## config.mk

```make
export PLATFORM = sky130hd
export DESIGN_NAME = fetch_pc_gen
export DESIGN_NICKNAME = d
export VERILOG_FILES = /design/src/rtl/fetch_pkg.sv /design/src/rtl/fetch_btb.sv /design/src/rtl/fetch_pc_gen.sv
export SDC_FILE = /design/constraint.sdc
export NUM_CORES = 1
export LEC_CHECK = 0
export CAP_MARGIN = 20
export CORE_MARGIN = 4
export CORE_UTILIZATION = 30
export CTS_CLUSTER_SIZE = 20
export DETAILED_ROUTE_END_ITERATION = 8
export HOLD_SLACK_MARGIN = 0.03
export MAX_ROUTING_LAYER = met4
export SETUP_SLACK_MARGIN = 0.15
export SLEW_MARGIN = 20
export SYNTH_ARGS = -nofsm -noshare
export SYNTH_HDL_FRONTEND = slang
export SYNTH_SLANG_ARGS = --single-unit
```

## constraint.sdc

```tcl
create_clock -name CLK -period 7.2 [get_ports CLK]
set_clock_uncertainty 0.2 [all_clocks]
set_input_delay 1.44 -clock CLK [delete_from_list [all_inputs] [get_ports CLK]]
set_output_delay 1.44 -clock CLK [all_outputs]
set_load 0.005 [all_outputs]
```

## src/rtl/fetch_pkg.sv

```systemverilog
// Shared types for the fetch-address generator and its optional branch target buffer.
package fetch_pkg;

  // Widest supported address; BTB entry fields are sized to this and zero-extended.
  localparam int unsigned XLEN_MAX = 64;

  typedef enum logic [1:0] {
    PC_SEQ    = 2'b00,
    PC_TARGET = 2'b01,
    PC_ALU    = 2'b10
  } pc_src_e;

  typedef enum logic {
    BOOT = 1'b0,
    RUN  = 1'b1
  } fetch_state_e;

  typedef struct packed {
    logic                valid;
    logic [XLEN_MAX-1:0] tag;
    logic [XLEN_MAX-1:0] target;
  } btb_entry_t;

  function automatic logic is_misaligned(input logic [1:0] addr_lsb);
    return addr_lsb != 2'b00;
  endfunction

endpackage

```

## src/rtl/fetch_btb.sv

```systemverilog
// Direct-mapped branch target buffer: combinational lookup, write on the clock edge.
module fetch_btb
  import fetch_pkg::*;
#(
  parameter int unsigned XLEN    = 32,
  parameter int unsigned ENTRIES = 8
) (
  input  logic            CLK,
  input  logic            Reset,
  input  logic [XLEN-1:0] i_lookup_pc,
  input  logic            i_upd,
  input  logic [XLEN-1:0] i_upd_pc,
  input  logic [XLEN-1:0] i_upd_target,
  output logic            o_hit_c,
  output logic [XLEN-1:0] o_target_c
);

  localparam int unsigned IW = $clog2(ENTRIES);

  btb_entry_t r_mem [ENTRIES];

  logic [IW-1:0] w_rd_idx;
  logic [IW-1:0] w_wr_idx;
  btb_entry_t    w_rd_entry;
  btb_entry_t    w_wr_entry;

  // Lookup reads the stored array, so a same-cycle update is seen only from the next cycle.
  always_comb begin
    w_rd_idx          = i_lookup_pc[IW+1:2];
    w_wr_idx          = i_upd_pc[IW+1:2];
    w_rd_entry        = r_mem[w_rd_idx];
    w_wr_entry.valid  = 1'b1;
    w_wr_entry.tag    = XLEN_MAX'(i_upd_pc[XLEN-1:IW+2]);
    w_wr_entry.target = XLEN_MAX'(i_upd_target);
    o_hit_c           = w_rd_entry.valid &&
                        (w_rd_entry.tag == XLEN_MAX'(i_lookup_pc[XLEN-1:IW+2]));
    o_target_c        = w_rd_entry.target[XLEN-1:0];
  end

  always_ff @(posedge CLK or posedge Reset) begin
    if (Reset) begin
      for (int i = 0; i < int'(ENTRIES); i++) r_mem[i] <= '0;
    end else if (i_upd) begin
      r_mem[w_wr_idx] <= w_wr_entry;
    end
  end

endmodule

```

## src/rtl/fetch_pc_gen.sv

```systemverilog
// Fetch PC generator with valid/ready handshake, pending-redirect buffer and misaligned trap.
// Define FETCH_BTB_EN to add the branch target buffer predictor.
module fetch_pc_gen
  import fetch_pkg::*;
#(
  parameter int unsigned     XLEN         = 32,
  parameter logic [XLEN-1:0] RESET_VECTOR = '0,
  parameter logic [XLEN-1:0] TRAP_VECTOR  = XLEN'(32'h0000_0100),
  parameter int unsigned     BTB_ENTRIES  = 8
) (
  input  logic            CLK,
  input  logic            Reset,
  input  logic            FetchReady,
  input  logic [1:0]      PCSrc,
  input  logic [XLEN-1:0] PCTarget,
  input  logic [XLEN-1:0] ALUResult,
  input  logic            BTBUpdate,
  input  logic [XLEN-1:0] BTBUpdatePC,
  input  logic [XLEN-1:0] BTBUpdateTarget,
  output logic [XLEN-1:0] PC,
  output logic [XLEN-1:0] PCPlus4,
  output logic            PCValid,
  output logic            PredTaken,
  output logic            MisalignedTrap,
  output logic [XLEN-1:0] MisalignedAddr
);

  fetch_state_e    r_state;
  logic [XLEN-1:0] r_pc;
  logic [XLEN-1:0] r_pc_plus4;
  logic            r_pc_valid;
  logic            r_pend_valid;
  logic [XLEN-1:0] r_pend_target;
  logic            r_trap;
  logic [XLEN-1:0] r_maddr;

  logic            w_btb_hit;
  logic [XLEN-1:0] w_btb_target;
  logic            w_accept;
  logic            w_in_redirect;
  logic [XLEN-1:0] w_in_target;
  logic            w_eff_valid;
  logic [XLEN-1:0] w_eff_target;
  logic            w_take_trap;
  logic [XLEN-1:0] w_next_pc;

`ifdef FETCH_BTB_EN
  fetch_btb #(
    .XLEN    (XLEN),
    .ENTRIES (BTB_ENTRIES)
  ) u_btb (
    .CLK          (CLK),
    .Reset        (Reset),
    .i_lookup_pc  (r_pc),
    .i_upd        (BTBUpdate),
    .i_upd_pc     (BTBUpdatePC),
    .i_upd_target (BTBUpdateTarget),
    .o_hit_c      (w_btb_hit),
    .o_target_c   (w_btb_target)
  );
`else
  assign w_btb_hit    = 1'b0;
  assign w_btb_target = '0;
`endif

  // Redirect selection and next-PC priority: redirect, then prediction, then sequential.
  always_comb begin
    w_in_redirect = 1'b0;
    w_in_target   = '0;
    w_next_pc     = r_pc;
    w_accept      = (r_state == RUN) && FetchReady;
    case (pc_src_e'(PCSrc))
      PC_TARGET: begin
        w_in_redirect = (r_state == RUN);
        w_in_target   = PCTarget;
      end
      PC_ALU: begin
        w_in_redirect = (r_state == RUN);
        w_in_target   = {ALUResult[XLEN-1:1], 1'b0};
      end
      default: ;
    endcase
    w_eff_valid  = w_in_redirect || r_pend_valid;
    w_eff_target = w_in_redirect ? w_in_target : r_pend_target;
    w_take_trap  = w_accept && w_eff_valid && is_misaligned(w_eff_target[1:0]);
    if (w_accept) begin
      if (w_eff_valid)    w_next_pc = w_take_trap ? TRAP_VECTOR : w_eff_target;
      else if (w_btb_hit) w_next_pc = w_btb_target;
      else                w_next_pc = r_pc_plus4;
    end
  end

  always_ff @(posedge CLK or posedge Reset) begin
    if (Reset) begin
      r_state       <= BOOT;
      r_pc          <= RESET_VECTOR;
      r_pc_plus4    <= RESET_VECTOR + XLEN'(4);
      r_pc_valid    <= 1'b0;
      r_pend_valid  <= 1'b0;
      r_pend_target <= '0;
      r_trap        <= 1'b0;
      r_maddr       <= '0;
    end else begin
      case (r_state)
        BOOT: begin
          r_state    <= RUN;
          r_pc_valid <= 1'b1;
          r_trap     <= 1'b0;
        end
        RUN: begin
          r_pc       <= w_next_pc;
          r_pc_plus4 <= w_next_pc + XLEN'(4);
          r_trap     <= w_take_trap;
          if (w_take_trap) r_maddr <= w_eff_target;
          // Stalled redirects park here; the newest one overwrites any older one.
          if (w_accept) begin
            r_pend_valid <= 1'b0;
          end else if (w_in_redirect) begin
            r_pend_valid  <= 1'b1;
            r_pend_target <= w_in_target;
          end
        end
        default: r_state <= BOOT;
      endcase
    end
  end

  assign PC             = r_pc;
  assign PCPlus4        = r_pc_plus4;
  assign PCValid        = r_pc_valid;
  assign PredTaken      = w_btb_hit;
  assign MisalignedTrap = r_trap;
  assign MisalignedAddr = r_maddr;

endmodule

```

# [Yosys cells after proc, flatten, opt, wreduce, memory -nomap -nowiden]
# Index checks and enable logic that the tools add are counted.
[totals] regBits=132 input_bits=134 output_inout_bits=99 elab_cells=32
[op_classes] addsub=1 eq_ne=2 n_mux=9 bitwise=2 reduce_logical=10
[ops] cell="$mux 32" n=4
[ops] cell="$pmux 32 s2" n=1
[ops] cell="$add 32x3->32 const B" n=1
[ops] cell="$reduce_and 2->1" n=3
[ops] cell="$reduce_bool 2->1" n=2
[ops] cell="$logic_and 1x1->1" n=3
[ops] cell="$mux 1" n=3
[ops] cell="$eq 2x1->1 const B" n=1
[ops] cell="$eq 2x2->1 const B" n=1
[ops] cell="$not 1->1" n=2
[ops] cell="$pmux 1 s2" n=1
[ops] cell="$reduce_or 2->1" n=1
[ops] cell="$logic_or 1x1->1" n=1

# [Depth between registers and ports, before layout]
# Gate-level depths: netlist of the first run.
[logic_depth] word_depth=10 depth_mapped=15 ltp_nobuf=11

# [Worst setup path after synthesis of the first run]
# OpenSTA, ideal clock, no wires.
[synth_path] kind="in2reg" startpoint="in PCSrc[0]" endpoint="reg r_pc_plus4[22] (netlist: PCPlus4[22])" setup_time_ns=0.082 arrival_time_ns=4.006 required_time_ns=6.918 slack_ns=2.912 cell_stages=12 path_buffers=2 cell_sequence="inv_1 -> ha_1 -> and2b_4 -> a32oi_1 -> buf_2 -> o31ai_1 -> ha_1 -> and3_1 -> clkbuf_1 -> nand3_1 -> or4_1 -> a31oi_1"
[synth_via] elab_chain_len=10 elab_cells_between_ends=14 cone_classes="add/sub: 1; eq/ne: 2; mux: 6; reduce/logical: 5"
[synth_rtl] element="start, declared" line="fetch_pc_gen.sv:14" text="input logic [1:0] PCSrc,"
[synth_rtl] element="$eq 2x2->1 / $eq 2x1->1 (equally long branches)" line="fetch_pc_gen.sv:72" text="case (pc_src_e'(PCSrc))"
[synth_rtl] element="$reduce_or 2->1 (no source line)"
[synth_rtl] element="$mux 1" line="fetch_pc_gen.sv:72"
[synth_rtl] element="$mux 32 / $logic_or 1x1->1 (equally long branches)"
[synth_rtl] element="$reduce_bool 2->1 / $logic_and 1x1->1 (equally long branches)" line="fetch_pkg.sv:25, fetch_pc_gen.sv:85"
[synth_rtl] element="$logic_and 1x1->1" line="fetch_pc_gen.sv:85" text="w_take_trap = w_accept && w_eff_valid && is_misaligned(w_eff_target[1:0]);"
[synth_rtl] element="$mux 32" line="fetch_pc_gen.sv:87" text="if (w_eff_valid) w_next_pc = w_take_trap ? TRAP_VECTOR : w_eff_target;"
[synth_rtl] element="$mux 32 *" line="fetch_pc_gen.sv:87"
[synth_rtl] element="$mux 32 *" line="fetch_pc_gen.sv:86" text="if (w_accept) begin"
[synth_rtl] element="net w_next_pc[3]" line="fetch_pc_gen.sv:45" text="logic [XLEN-1:0] w_next_pc;"
[synth_rtl] element="$add 32x3->32 *" line="fetch_pc_gen.sv:112" text="r_pc_plus4 <= w_next_pc + XLEN'(4);"
[synth_rtl] element="end signal, assigned" line="fetch_pc_gen.sv:97" text="r_pc_plus4 <= RESET_VECTOR + XLEN'(4);"
[synth_rtl] element="end signal, assigned" line="fetch_pc_gen.sv:112"
[synth_rtl] element="end, declared" line="fetch_pc_gen.sv:30" text="logic [XLEN-1:0] r_pc_plus4;"
# Mark *: on every way through the listed nets, which the timed path passes. The rest lies on a longest branch.
# A chain may end at the register's enable or synchronous reset.

# [Final worst setup path of the first run]
[layout_path] startpoint="in PCSrc[0]" endpoint="reg r_pc_plus4[22] (netlist: PCPlus4[22])"
[layout_via] elab_chain_len=10 elab_cells_between_ends=14 cone_classes="add/sub: 1; eq/ne: 2; mux: 6; reduce/logical: 5"
[layout_rtl] element="$eq 2x2->1 / $eq 2x1->1 (equally long branches)" line="fetch_pc_gen.sv:72"
[layout_rtl] element="$reduce_or 2->1 (no source line)"
[layout_rtl] element="$mux 1" line="fetch_pc_gen.sv:72"
[layout_rtl] element="$mux 32 / $logic_or 1x1->1 (equally long branches)"
[layout_rtl] element="$reduce_bool 2->1 / $logic_and 1x1->1 (equally long branches)" line="fetch_pkg.sv:25, fetch_pc_gen.sv:85"
[layout_rtl] element="$logic_and 1x1->1" line="fetch_pc_gen.sv:85"
[layout_rtl] element="$mux 32" line="fetch_pc_gen.sv:87"
[layout_rtl] element="$mux 32 *" line="fetch_pc_gen.sv:87"
[layout_rtl] element="$mux 32 *" line="fetch_pc_gen.sv:86"
[layout_rtl] element="$add 32x3->32 *" line="fetch_pc_gen.sv:112"
# Every way passes the cells marked *; elsewhere a longest branch is shown, timed or not.

==> metrics.md, run 1 <==
| Metric | Value |
|---|---|
| Status | complete, no violations |
| Die Wd | 159.5 um |
| Count leader, synth | dfrtp_1 |
| Critical path arrival | 5500 ps |
| Number of global-route vias before repair | 6052 |
| Slew Limit Fails | 0 |
| Post-CTS Setup Inserts | 0 |
| Top FF cell, synth | dfrtp_1 |
| R2r setup slk | 3100 ps |
| CP Launch Type | input port |
| Crit-path slowest cell | or4_1 |
| Post-layout util | 0.4160 |
| CP Max Fanout | 32 |
| Clock Path Buffers | 2 |
| Max-Slew Margin vs Limit | 0.3164 |
| DR pass1 iterations | 5 |
| Power Density | 297.8 nW/um^2 |
| DRC Markers | 0 |
| Clock-pin slew on the worst setup and hold paths | 60 ps |
| Post-Synth Adder-Cell Area | 0.005455 |
| FF-to-FF End | PCPlus4[22] |
| Die Ht | 159.5 um |
| CP Class | input port to flop |
| Fin crit period | 5359 ps |
| Mux share of post-synthesis cell area | 0.06000 |
| Hold EP | MisalignedAddr[29] |
| DR vias | 6149 |
| Peak VDD IR | 0.1578 mV |
| Synth top cells by count | dfrtp_1, nor2_1, nand2_1 |
| CP peak stage delay | 600 ps |
| Worst R2R Start | r_state |
| Grt ovf | 0 |
| Pleak | 3.855 nW |
| H-Tree Depth | 4 |
| Hold crit path type | flop to flop |
| Initial antenna violation count | 0 |
| Worst Reg-to-Reg Cells | 8 |
| Antenna-violating nets left | 0 |
| Worst Hold Depth | 2 |
| Post-synthesis simple-gate area fraction | 0.1767 |
| Wire per inst | 19.44 um |
| Sink Count | 130 |
| Core ar. | 22570 sq um |
| FP Rows | 55 |
| Synth top area cells | dfrtp_1, nor2_1, mux2i_1, nand2_1, a21oi_1 |
| CTS buffer count | 17 |
| EDFF count, synth | 0 |
| Cell count after synthesis | 737 |
| Fin crit share | 0.7443 |
| Root Driver | clkbuf_16 |
| FF+latch count, synth | 130 |
| Max-cap violations | 0 |
| Yosys warns | 0 |
| I/O pin cnt | 233 |
| Post-synthesis cell type count | 75 |
| Die area | 25430 sq um |
| P&R area growth vs syn | 36.44% |
| Initial DRC count | 507 |
| Initial Util | 0.3049 |
| Async SR Flop Fraction | 1.000 |
| Share of the synthesized area in the top cell type | 0.4691 |
| Largest net degree at the start of global routing | 83 |
| Share of cells above drive strength 1 | 0.09315 |
| Register area share after synthesis | 0.4729 |
| Worst-Skew Late Latency | 420 ps |
| Total track usage | 0.1846 |
| Area fraction in compound gates after synthesis | 0.2155 |
| Diode count | 0 |
| Hold Crit Start | MisalignedAddr[29] |
| First-pass GRT wire length | 35850 um |
| Finish-stage setup viols | 0 |
| Vias per cell | 5.229 |
| Syn Area/Cell | 9.337 sq um |
| Setup TNS Final | 0 ps |
| Hold Vio Cnt, Final | 0 |
| Main combinational cell family by area after synthesis | compound AO/OA/AOI/OAI gates |
| # resized after CTS | 0 |
| Synth Area in XOR/XNOR | 0.01273 |
| RSZ-0062 raised after global routing | false |
| Mapped Nets | 874 |
| Critical Path Most Common Cell | buf_4 |
| Area leader, netlist | dfrtp_1 |
| Wirelength, routed | 22860 um |
| CP required | 7340 ps |
| Peak Freq | 186.6 MHz |
| CTS tree | done |
| Nets@finish | 1015 |
| CP Cell Sequence | clkdlybuf4s50_1, inv_1, ha_1, buf_4, and2b_4, a32oi_1, buf_4, o31a_1, nor4_4, nand3_1, or4_1, a31oi_1 |
| Post-CTS Hold Buffers | 0 |
| CP Capture Type | flop |
| Number of I/O port buffers | 165 |
| Worst-Margin Slew | 1025 ps |
| Area of the mapped netlist | 6882 sq um |
| Dpl hpwl | 16820 um |
| Placer Congestion | 0.9001 |
==> registers in the layout, indices dropped and copies added (netlist names) <==
register and cells:
MisalignedAddr 32, MisalignedTrap 1, PC 32, PCPlus4 30
PCValid 1, r_pend_target 32, r_pend_valid 1, r_state 1
==> per-layer routing <==
layer | global-route usage | vias up | routed length (um)
met1 | 0.2595 | 2976 | 11260
met3 | 0.04815 | 16 | 1431
met4 | 0.04300 | 0 | 227
met5 | - | - | 0
met2 | 0.2676 | 201 | 9943
li1 | - | 2956 | -
==> area by class of cell <==
type / instances / area, sq um
inverters: 17 / 68.82
flip-flops and latches: 130 / 3256
clock buffers: 24 / 521.8
repair buffers: 183 / 1787
well taps: 285 / 356.6
clock inverters: 8 / 145.1
multi-input cells: 529 / 3254
fillers: 2240 / 13180
==> cells in the final DEF, fill, tap and decap left out, types with 4 or more instances in the layout <==
cell type / netlist / routed
mux2_2: 10 / 10
a22o_1: 12 / 12
a21oi_1: 51 / 51
nor3_1: 10 / 10
clkdlybuf4s50_1: 0 / 165
bufinv_16: 0 / 4
clkbuf_8: 0 / 7
and4_1: 4 / 4
inv_1: 17 / 16
a22oi_1: 25 / 25
o21ai_0: 49 / 49
o211ai_1: 5 / 5
a31oi_1: 20 / 20
nand4_1: 11 / 11
buf_4: 13 / 18
dfrtp_1: 129 / 128
mux2i_1: 30 / 30
nor2_1: 84 / 83
o41ai_1: 5 / 5
or3_1: 5 / 5
o31ai_1: 11 / 11
xnor2_1: 8 / 8
and2_1: 12 / 12
nand2_1: 77 / 76
and3_1: 4 / 4
a21o_1: 6 / 6
clkbuf_16: 0 / 17
nand3_1: 16 / 16
==> worst max-delay path: cells and delay by family <==
kind | cells | cell delay [ps]
AND/OR/NAND/NOR | 4 | 2080
buffers and inverters | 4 | 950
AO/OA/AOI/OAI | 3 | 740
adder cells (fa/ha/maj) | 1 | 280
==> power by group <==
part	leakage (nW)	switching (mW)	total [mW]	internal, mW
registers	1.61	0.135	1.04	0.902
logic	1.93	0.375	0.793	0.418
clock network	0.324	0.322	0.966	0.643
==> stage by stage <==
step / power [mW] / instance area (sq um) / instances / setup slack (ps) / hold slack (ps)
2_1_floorplan: 1.389 / 6882 / 737 / 2092 / 249.2
6_report: 2.797 / 9389 / 1176 / 1841 / 273.9
5_1_grt: 2.951 / 9389 / 1176 / 1622 / 297.9
3_3_place_gp: 1.830 / 8717 / 1144 / 1325 / 251.1
4_1_cts: 2.817 / 9384 / 1176 / 1766 / 281.3
3_5_place_dp: 1.844 / 8717 / 1144 / 1328 / 255.5
==> how the worst max path moves through the flow <==
stage,startpoint,end,slack (ps),cells past startpoint
6_report,PCSrc[0],PCPlus4[22],1840,12
5_1_grt,PCSrc[0],PCPlus4[22],1620,12
4_1_cts,PCSrc[0],PCPlus4[22],1770,11
3_5_place_dp,PCSrc[0],PCPlus4[22],1330,11
3_3_place_gp,PCSrc[0],PCPlus4[22],1330,11
2_1_floorplan,Reset,MisalignedAddr[0],2090,1
==> cell families after synthesis <==
family,count (synthesis)
flip-flops,130
buffers and inverters,78
AND/OR/NAND/NOR,251
XOR/XNOR,10
multiplexers,40
adder cells (fa/ha/maj),3
other,2
AO/OA/AOI/OAI,223
(Power assumes the default switching activity.)
==> run 2, diff against run 1 <==
Clock period 7.2 ns to 5.2 ns, I/O delays scaled along.
==> metrics.md, run 2 (synthesized netlist as in run 1, its figures left out) <==
| Metric | Value |
|---|---|
| Status | complete, no violations |
| Power Density | 386.8 nW/um^2 |
| Hold Vio Cnt, Final | 0 |
| Final Cell Area | 9373 sq um |
| Worst-Margin Slew | 946.5 ps |
| Placed Area | 8845 sq um |
| Grt ovf | 0 |
| R2r setup slk | 1660 ps |
| # resized after CTS | 0 |
| Root Driver | clkbuf_16 |
| Total track usage | 0.1866 |
| Max-cap violations | 0 |
| Peak VDD IR | 0.2432 mV |
| Max-Slew Margin vs Limit | 0.3690 |
| Die area | 25430 sq um |
| Wirelength, routed | 22950 um |
| Hold crit path type | flop to flop |
| Share of cells above drive strength 1 | 0.1036 |
| Crit-path leading delay family | buffers and inverters |
| Number of global-route vias before repair | 6179 |
| Most frequent cells in the layout | clkdlybuf4s50_1, dfrtp_1, nor2_1 |
| DR pass1 iterations | 5 |
| Number of I/O port buffers | 165 |
| Initial DRC count | 649 |
| Placer Congestion | 0.8678 |
| I/O pin cnt | 233 |
| FILL cells | 2228 |
| Wire per inst | 19.26 um |
| Core ar. | 22570 sq um |
| Crit-path slowest cell | ha_1 |
| Fin crit share | 0.8841 |
| CP startpoint | PCSrc[0] |
| Sequential Area | 3256 sq um |
| Die Wd | 159.5 um |
| CP Capture Type | flop |
| CP bufs+invs | 3 |
| CP peak stage delay | 630 ps |
| Worst Reg-to-Reg Cells | 9 |
| CP required | 5330 ps |
| Finish-stage setup viols | 0 |
| Post-CTS Hold Buffers | 0 |
| CTS tree | done |
| DR vias | 6193 |
| Critical path arrival | 4730 ps |
| Post-CTS Setup Inserts | 0 |
| Dpl hpwl | 17130 um |
| CP Class | input port to flop |
| CP Launch Type | input port |
| Slew Limit Fails | 0 |
| Worst-Skew Late Latency | 420 ps |
| Clock-pin slew on the worst setup and hold paths | 50 ps |
| Antenna-violating nets left | 0 |
| Largest net degree at the start of global routing | 80 |
| Hold Crit Start | MisalignedAddr[7] |
| FP Rows | 55 |
| Setup TNS Final | 0 ps |
| Sink Count | 130 |
| DRC Markers | 0 |
| Initial Util | 0.3049 |
| CP Cell Sequence | clkdlybuf4s50_1, ha_1, buf_4, a22o_1, mux2i_1, o41ai_1, and3_1, nand4_1, buf_4, or4_1, a31oi_1 |
| CTS buffer count | 17 |
| Initial antenna violation count | 0 |
| Vias per cell | 5.195 |
| Diode count | 0 |
| Pleak | 3.883 nW |
| CP Max Fanout | 16 |
| H-Tree Depth | 4 |
| Worst R2R Start | r_pend_valid |
| Multi-input logic area | 3252 sq um |
| First-pass GRT wire length | 36380 um |
| Worst setup path end | PCPlus4[19] |
| CP Depth | 11 |
| Die Ht | 159.5 um |
| FF-to-FF End | PCPlus4[19] |
| RSZ-0062 raised after global routing | false |
| Critical Path Most Common Cell | buf_4 |
| Fin crit period | 4597 ps |
| Clock Path Buffers | 2 |
| Nets@finish | 1032 |
| Most common cell after layout, fill and taps aside | clkdlybuf4s50_1 |
| Peak Freq | 217.5 MHz |
| P&R area growth vs syn | 36.20% |
## run 2: power by group
group | total, mW | internal, mW | switching, mW
Clock | 1.07 | 0.651 | 0.417
Sequential | 1.44 | 1.25 | 0.194
Combinational | 1.11 | 0.597 | 0.516
Total | 3.62 | 2.50 | 1.13
## run 2: worst register-to-register path: cells and delay by family (launching register included)
| family | cells | cell delay (ps) |
|---|---|---|
| AND/OR/NAND/NOR | 3 | 1000 |
| flip-flops | 1 | 710 |
| AO/OA/AOI/OAI | 2 | 640 |
| buffers and inverters | 2 | 590 |
| multiplexers | 2 | 340 |
## run 2: worst min-delay path by stage
stage | depth (start not counted) | slack [ps] | to
5_1_grt | 2 | 290 | MisalignedAddr[7]
4_1_cts | 2 | 280 | MisalignedAddr[7]
6_report | 2 | 270 | MisalignedAddr[7]
2_1_floorplan | 2 | 250 | r_pend_target[10]
3_5_place_dp | 1 | 250 | PCValid
3_3_place_gp | 1 | 250 | PCValid
## run 2: per-layer routing
layer | track usage | routed length, um | up-vias
met5 | - | 0 | -
met1 | 0.2615 | 11170 | 2953
li1 | - | - | 2991
met3 | 0.05462 | 1594 | 32
met4 | 0.05641 | 459 | 0
met2 | 0.2606 | 9729 | 217
## run 2: cell type report
cell class,count,area share
Timing Repair Buffer,200,0.2042
Clock buffer,25,0.05286
Clock inverter,6,0.003204
Multi-Input combinational cell,529,0.3469
Tap cell,285,0.03805
Sequential cell,130,0.3473
Inverter,17,0.007342
## run 2: stage by stage
stage | util | hold slack (ps) | total power [mW] | std cells | setup slack, ps
floorplan | - | 249.2 | 1.923 | 737 | 492.3
global placement | 0.3919 | 250.9 | 2.554 | 1161 | 244.9
detailed placement | 0.3919 | 254.0 | 2.572 | 1161 | 235.2
CTS | 0.4151 | 275.7 | 3.655 | 1192 | 663.8
global route | 0.4152 | 287.3 | 3.846 | 1192 | 378.8
finish | 0.4152 | 269.6 | 3.625 | 1192 | 602.6
